### config.mk
export PLATFORM = sky130hd
export DESIGN_NAME = ct_ciu_regs_hpcp_resp
export DESIGN_NICKNAME = d
export VERILOG_FILES = /design/src/rtl/ct_ciu_regs_hpcp_resp.sv
export SDC_FILE = /design/constraint.sdc
export NUM_CORES = 1
export LEC_CHECK = 0
export BUFFER_PORTS_ARGS = -buffer_cell sky130_fd_sc_hd__buf_2
export CORE_ASPECT_RATIO = 2
export CORE_UTILIZATION = 44
export DETAILED_ROUTE_END_ITERATION = 10
export REMOVE_ABC_BUFFERS = 1
export SYNTH_ARGS = -nofsm -noshare
export SYNTH_HDL_FRONTEND = slang
export SYNTH_SLANG_ARGS = --single-unit
### constraint.sdc
create_clock -name forever_cpuclk -period 2.3 [get_ports forever_cpuclk]
set_input_delay 0.23 -clock forever_cpuclk [delete_from_list [all_inputs] [get_ports forever_cpuclk]]
set_output_delay 0.23 -clock forever_cpuclk [all_outputs]
set_load 0.05 [all_outputs]
### src/rtl/ct_ciu_regs_hpcp_resp.sv
// CIU responder for the PIU register channel: four L2 performance counters,
// their overflow status and interrupt enables, with a 2-cycle request/completion protocol.
module ct_ciu_regs_hpcp_resp #(
  parameter int unsigned CNT_WIDTH = 48,
  parameter int unsigned NUM_CNT   = 4
) (
  input  logic                 forever_cpuclk,
  input  logic                 cpurst_b,
  input  logic                 piu_regs_sel,
  input  logic [15:0]          piu_regs_op,
  input  logic [63:0]          piu_regs_wdata,
  input  logic [NUM_CNT-1:0]   piu_regs_hpcp_cnt_en,
  input  logic [NUM_CNT-1:0]   l2c_hpcp_evt,
  output logic                 regs_piu_cmplt,
  output logic [63:0]          regs_piux_rdata,
  output logic [NUM_CNT-1:0]   regs_piu_hpcp_l2of_int,
  output logic                 regs_piu_proto_err
);

  localparam logic [11:0] AddrOvf   = 12'h010;
  localparam logic [11:0] AddrInten = 12'h011;

  typedef enum logic [1:0] {StIdle, StAccess, StResp} state_e;

  state_e                 state_q, state_d;
  logic                   capture;
  logic [11:0]            addr_q;
  logic                   wr_q;
  logic [CNT_WIDTH-1:0]   wdata_q;
  logic [CNT_WIDTH-1:0]   cnt_q [NUM_CNT];
  logic [CNT_WIDTH-1:0]   cnt_d [NUM_CNT];
  logic [NUM_CNT-1:0]     ovf_q, ovf_d, ovf_set, ovf_w1c;
  logic [NUM_CNT-1:0]     inten_q, inten_d;
  logic [NUM_CNT-1:0]     int_q;
  logic                   cmplt_q;
  logic [63:0]            rdata_q, rd_data;
  logic                   err_q;
  logic                   acc, is_cnt;
  logic [1:0]             cnt_idx;
  logic                   unused_bits;

  assign unused_bits = ^{piu_regs_op[14:12], piu_regs_wdata};

  always_comb begin
    state_d = state_q;
    capture = 1'b0;
    unique case (state_q)
      StIdle: begin
        if (piu_regs_sel) begin
          capture = 1'b1;
          state_d = StAccess;
        end
      end
      StAccess: state_d = StResp;
      StResp: begin
        if (piu_regs_sel) begin
          capture = 1'b1;
          state_d = StAccess;
        end else begin
          state_d = StIdle;
        end
      end
      default: state_d = StIdle;
    endcase
  end

  assign acc     = (state_q == StAccess);
  assign is_cnt  = (addr_q[11:2] == 10'd0);
  assign cnt_idx = addr_q[1:0];

  always_comb begin
    ovf_set = '0;
    ovf_w1c = '0;
    inten_d = inten_q;
    rd_data = '0;
    for (int i = 0; i < NUM_CNT; i++) begin
      cnt_d[i] = cnt_q[i];
      // A software write overrides a same-cycle increment and suppresses its overflow.
      if (acc && wr_q && is_cnt && (cnt_idx == 2'(i))) begin
        cnt_d[i] = wdata_q;
      end else if (piu_regs_hpcp_cnt_en[i] && l2c_hpcp_evt[i]) begin
        cnt_d[i]   = cnt_q[i] + CNT_WIDTH'(1);
        ovf_set[i] = &cnt_q[i];
      end
    end
    if (acc && wr_q && (addr_q == AddrOvf)) begin
      ovf_w1c = wdata_q[NUM_CNT-1:0];
    end
    if (acc && wr_q && (addr_q == AddrInten)) begin
      inten_d = wdata_q[NUM_CNT-1:0];
    end
    if (!wr_q) begin
      if (is_cnt) begin
        rd_data[CNT_WIDTH-1:0] = cnt_q[cnt_idx];
      end else if (addr_q == AddrOvf) begin
        rd_data[NUM_CNT-1:0] = ovf_q;
      end else if (addr_q == AddrInten) begin
        rd_data[NUM_CNT-1:0] = inten_q;
      end
    end
    ovf_d = (ovf_q & ~ovf_w1c) | ovf_set;
  end

  always_ff @(posedge forever_cpuclk or negedge cpurst_b) begin
    if (!cpurst_b) begin
      state_q <= StIdle;
      addr_q  <= '0;
      wr_q    <= 1'b0;
      wdata_q <= '0;
      for (int i = 0; i < NUM_CNT; i++) cnt_q[i] <= '0;
      ovf_q   <= '0;
      inten_q <= '0;
      int_q   <= '0;
      cmplt_q <= 1'b0;
      rdata_q <= '0;
      err_q   <= 1'b0;
    end else begin
      state_q <= state_d;
      if (capture) begin
        addr_q  <= piu_regs_op[11:0];
        wr_q    <= piu_regs_op[15];
        wdata_q <= piu_regs_wdata[CNT_WIDTH-1:0];
      end
      for (int i = 0; i < NUM_CNT; i++) cnt_q[i] <= cnt_d[i];
      ovf_q   <= ovf_d;
      inten_q <= inten_d;
      int_q   <= ovf_d & inten_d;
      cmplt_q <= acc;
      rdata_q <= acc ? rd_data : 64'd0;
      if (acc && piu_regs_sel) err_q <= 1'b1;
    end
  end

  assign regs_piu_cmplt         = cmplt_q;
  assign regs_piux_rdata        = rdata_q;
  assign regs_piu_hpcp_l2of_int = int_q;
  assign regs_piu_proto_err     = err_q;

endmodule

-- Yosys cells after proc, flatten, opt, wreduce, memory -nomap -nowiden
Cells that the tools add are included.
- flip-flop bits (word level): 317
- bits in latches: 0
- RAM bits: 0
- ROM bits: 0
- input bits: 91
- output and inout bits: 70
- logic and storage cells: 89
- memories kept: 0
- add/subtract/negate cells: 4
- multiply operators: 0
- divide/modulo/power cells: 0
- order comparisons: 1
- equal/unequal tests: 8
- shifts and indexed selects: 0
- muxes and demuxes: 32
- bitwise operators: 5
- reductions and logical operators: 25
- operators by type and width (operator ; number):
    2-to-1 mux 48 bit ; 12
    adder 48 x 1 -> 48 bit, second input constant ; 4
    AND reduction 48 bit ; 4
    binary-select mux 48 bit (select 2 bit) ; 1
    2-to-1 mux 44 bit ; 1
    equality test 12 x 5 -> 1 bit, second input constant ; 2
    2-to-1 mux 4 bit ; 5
    logical AND 1 bit ; 13
    2-to-1 mux 1 bit ; 11
    zero test 10 bit ; 1
    AND 4 bit ; 2
    nonzero test 2 bit ; 4
    equality test 2 bit, second input constant ; 3
    case mux 2 bit (3 select lines) ; 1
    equality test 2 x 1 -> 1 bit, second input constant ; 2
    zero test 2 bit ; 2
    inverter 4 bit ; 1
    OR 4 bit ; 1
    >= comparator 3 bit, second input constant ; 1
    inverter 2 -> 3 bit ; 1
    2-to-1 mux 2 bit ; 1
    inequality test 2 bit, second input constant ; 1
    OR reduction 2 bit ; 1

-- Depth between registers and ports, before layout
- depth in word-level cells: 8
- mapped depth: 8
- depth with buffers taken out: 7

-- Least setup slack after synthesis
Ideal clock, no wire load.
- kind: reg-to-reg
- start: register addr_q[7]
- end: register rdata_q[10], in the netlist regs_piux_rdata[10]
- library setup time: 0.073 ns
- arrival: 1.970 ns
- required time: 2.227 ns
- setup slack: 0.257 ns
- stages on the path, launching flop included: 8
- buffers on the path: 2
- clock period less this slack: 2.043 ns
- cell sequence: dfrtp_1 > nor4_4 > nand3_1 > or3b_1 > or2_2 > clkbuf_1 > buf_2 > nor2b_1
- word-level cells in the longest chain between the ends: 4
- ends and longest elaborated chain (what ; RTL line ; RTL):
    start: declaration ; 27 ; logic [11:0] addr_q;
    start signal: assignment ; 120 ; addr_q <= piu_regs_op[11:0];
    zero test 10 bit ; 68 ; assign is_cnt = (addr_q[11:2] == 10'd0);
    2-to-1 mux 44 bit ; 93 ; if (is_cnt) begin
    2-to-1 mux 48 bit ; 92 ; if (!wr_q) begin
    2-to-1 mux 48 bit ; 129 ; rdata_q <= acc ? rd_data : 64'd0;
    end signal: assignment ; 129 ;
    end: declaration ; 36 ; logic [63:0] rdata_q, rd_data;
Every way passes these cells.
A chain may end at the register's enable or synchronous reset.

-- Final worst setup path
- start: register cnt_q[98] (netlist name)
- end: register cnt_q[137] (netlist name)
- word-level cells in the longest chain between the ends: 3
- ends and longest elaborated chain (what ; RTL line ; RTL):
    start: declaration ; 30 ; logic [CNT_WIDTH-1:0] cnt_q [NUM_CNT];
    adder 48 x 1 -> 48 bit ; 82 ; cnt_d[i] = cnt_q[i] + CNT_WIDTH'(1);
    2-to-1 mux 48 bit ; 81 ; end else if (piu_regs_hpcp_cnt_en[i] && l2c_hpcp_evt[i]) begin
    2-to-1 mux 48 bit ; 79 ; if (acc && wr_q && is_cnt && (cnt_idx == 2'(i))) begin
Every way passes these cells. The select of a mux whose other input is x is not followed.

==> impl_metrics.tcl <==
set metrics [dict create \
    outcome "completed" \
    synthXorXnorAreaFrac_pct 10.11 \
    finalNonFillerCells 2340 \
    area_growth_pct 22.85 \
    crit_type "reg2reg" \
    setup_ws_ns 0.09304 \
    maxCapViolCount 0 \
    yosysMostFrequentCell "dfrtp_1" \
    finalSetupTns_ns 0 \
    pwr-share-seq_pct 42.9 \
    numCtsBuffers 29 \
    place_worst_setup_slack_ns -0.09103 \
    synth_edf_count 0 \
    synth_top_cells_by_count "dfrtp_1 (317), nor2_1 (251), a21oi_1 (186), xor2_1 (99), xnor2_1 (89)" \
    ys_types 45 \
    met2_length_mm 26.62 \
    sw_frac_of_total_pct 33.45 \
    relSlewSlack_pct 53.33 \
    drc_errors 0 \
    placed_cells 2225 \
    drtIter0Drc 765 \
    ir_drop_uv 711.7 \
    die_w_um 138.1 \
    slew_viol_final 0 \
    synth_seq_cells 317 \
    synth-compound-area-share_pct 6.191 \
    routed.top_layer "met4" \
    power_density_mw_per_mm2 872.6 \
    fin_crit_sh_pct 95.95 \
    viasPerCell 5.540 \
    p_int_mw 11.62 \
    met1_length_mm 16.41 \
    cp.arrival_ns 2.64 \
    die-height_um 274.1 \
    setup_viol 0 \
    gp_congestion 0.9142 \
    avgSynthCellArea_um2 10.35 \
    path_clk_slew_ns 0.07 \
    finalHoldViolCount 0 \
    grt_setup_unrepaired "false" \
    core_mm2 0.03642 \
    synth_top_family_by_area "simple AND/OR/NAND/NOR gates" \
    dieArea_mm2 0.03784 \
    overflow 0 \
    nets 1960 \
    cts_root_buf "clkbuf_16" \
    yosys.area_share.simple_pct 19.43 \
    synth.top_cell.area_share_pct 48.70 \
    yosys.area_share.adder_pct 0.3073 \
    worst_pin_slew_ns 0.6936 \
    syn_inst 1573 \
    comb_power_share_pct 28.8 \
    floorplan.rows 99 \
    hpwl_mm 35.56 \
    muxShareOfSynthArea_pct 12.31 \
    wire_per_inst_um 20.47 \
    min_period_ns 2.207 \
    postRouteAntennaNets 0 \
    finalWirelength_mm 47.89 \
    cp.required_ns 2.74 \
    port_buffers 125 \
    grt_pass1_vias 13630 \
    cts_sinks 317 \
    cp-end-kind "flip-flop" \
    final_layout_size_suffix_gt1_share_pct 24.44 \
    io_pins 161 \
    ys_top_cells_by_area "dfrtp_1 (49%), mux4_2 (6.5%), nor2_1 (5.8%)" \
    power.switching_mw 5.840 \
    cp_max_fo 7 \
    antenna_found_initial 0 \
    netlist_area_mm2 0.01629 \
    yosysTopAreaCell "dfrtp_1" \
    fillCellCount 3356 \
    yosys_warnings 0 \
    fin_skew_ns 0.01834 \
    async_reset_ff_share_pct 100.0 \
    routed-via-count 12960 \
    min_path_type "in2reg" \
    drt-pass1-iter-count 5 \
    track_usage_pct 25.68 \
    critPathLaunchType "flip-flop" \
    ys_dominant_reg_cell "dfrtp_1" \
    cts_setup_buffers 0 \
    power_leakage_nw 8.467 \
    routed-wl-met3_mm 1.694 \
    clk_latency_ns 0.57 \
    cts.htree.levels 1 \
    max_freq_mhz 453.1 \
    grt_pass1_wl_mm 74.94 \
    ys_seq_area_share_pct 48.70 \
    clockBufferDepth 3 \
    grt_max_degree 74 \
    antennaDiodeCount 0 \
    start_util_pct 44.73 \
    cts_tree "done" \
    clockPowerShare_pct 28.3 \
]
==> stage by stage <==
step	total power, mW	instance area (um^2)	utilization (%)	hold WS, ns
floorplan	10.30	15930	-	-0.06559
detailed placement	12.47	18420	50.58	0.2066
CTS	17.52	19990	54.90	0.1005
global placement	12.34	18420	50.58	0.2005
finish	17.46	20010	54.95	0.1105
global route	18.31	20010	54.95	0.1397
==> layout by cell type, fill, tap and decap left out, types with 6 or more instances in the layout <==
cell           netlist  routed
a21oi_1            186     186
and2_1               8       8
and3_1              29      27
and4_1              12      12
buf_12               0      11
buf_2                6     124
buf_4               16     137
clkbuf_1            60      10
clkbuf_16            0      29
clkinv_2             0       6
conb_1               1      16
dfrtp_1            317     315
dlygate4sd3_1        0      63
inv_1               17      17
mux2_2              71      71
mux2i_1             12      12
mux4_2              47      47
nand2_1             62      60
nand3_1             83      82
nand4_1             53      53
nor2_1             251     251
nor2b_1             49      48
nor3_1              40      38
nor4_1              15      15
xnor2_1             89      89
xor2_1              99      99
==> path summary, 6_finish.rpt <==
check | start | end | slack (ns) | cells after the start
hold reg to reg | state_q[1] | state_q[1] | 0.44 | 1
max in group asynchronous | cpurst_b | cnt_q[116] | 1.31 | 3
hold / removal | l2c_hpcp_evt[1] | cnt_q[96] | 0.11 | 4
setup / recovery | cnt_q[98] | cnt_q[137] | 0.09 | 7
min in group asynchronous | cpurst_b | regs_piux_rdata[13] | 0.17 | 2
setup reg to reg | cnt_q[98] | cnt_q[137] | 0.09 | 7
==> cell type report <==
class | instances | area [um^2] | area share, %
Multi-Input combinational cell | 1164 | 7988 | 39.92
Tap cell | 454 | 568.0 | 2.839
Clock buffer | 43 | 818.3 | 4.089
Timing Repair Buffer | 336 | 2515 | 12.57
Inverter | 17 | 63.81 | 0.3189
Sequential cell | 317 | 7938 | 39.67
Clock inverter | 9 | 120.1 | 0.6003
==> state kept, by name, summed over array words and instances, names as in the netlist <==
signal / count
wr_q: 1
regs_piu_proto_err: 1
regs_piux_rdata: 48
wdata_q: 48
addr_q: 12
regs_piu_cmplt: 1
ovf_q: 4
regs_piu_hpcp_l2of_int: 4
cnt_q: 192
inten_q: 4
state_q: 2
==> kinds of logic (layout without fill, tap and decap cells) <==
| kind of cell | after synthesis | count (layout) |
|---|---|---|
| AND/OR/NAND/NOR | 630 | 630 |
| flip-flops | 317 | 317 |
| AO/OA/AOI/OAI | 195 | 195 |
| XOR/XNOR | 188 | 188 |
| multiplexers | 131 | 131 |
| buffers and inverters | 107 | 405 |
| adder cells (fa/ha/maj) | 4 | 4 |
| other | 1 | 16 |
==> worst max-delay path, cell delays in order, from the launching register on <==
cell     delay [ns]
dfrtp_1        0.35
nand3_1        0.19
or4_4          0.57
buf_4          0.19
or3_4          0.43
nor3_2         0.14
xnor2_1        0.13
a21oi_1        0.08
==> layer usage <==
metal / track usage (%) / vias up
li1: - / 6056
met5: 0 / -
met2: 49.78 / 359
met1: 26.00 / 6405
met3: 2.462 / 143
met4: 16.14 / 0
==> what timing repair did <==
item | in CTS | in global routing
resized for setup | 1 | 5
hold endpoints to repair | 116 | 0
hold buffers | 63 | 0
endpoints found under the setup margin | 1 | 8
==> power groups by stage <==
| stage | Sequential (mW) | Clock (mW) | Combinational [mW] |
|---|---|---|---|
| after detailed placement | 7.57 | 0 | 4.90 |
| after global placement | 7.53 | 0 | 4.81 |
| after CTS | 7.48 | 5.03 | 5.01 |
| final | 7.49 | 4.95 | 5.03 |
| after global routing | 7.60 | 5.24 | 5.46 |
| after floorplan | 7.47 | 0 | 2.83 |
(Power assumes the default switching activity.)
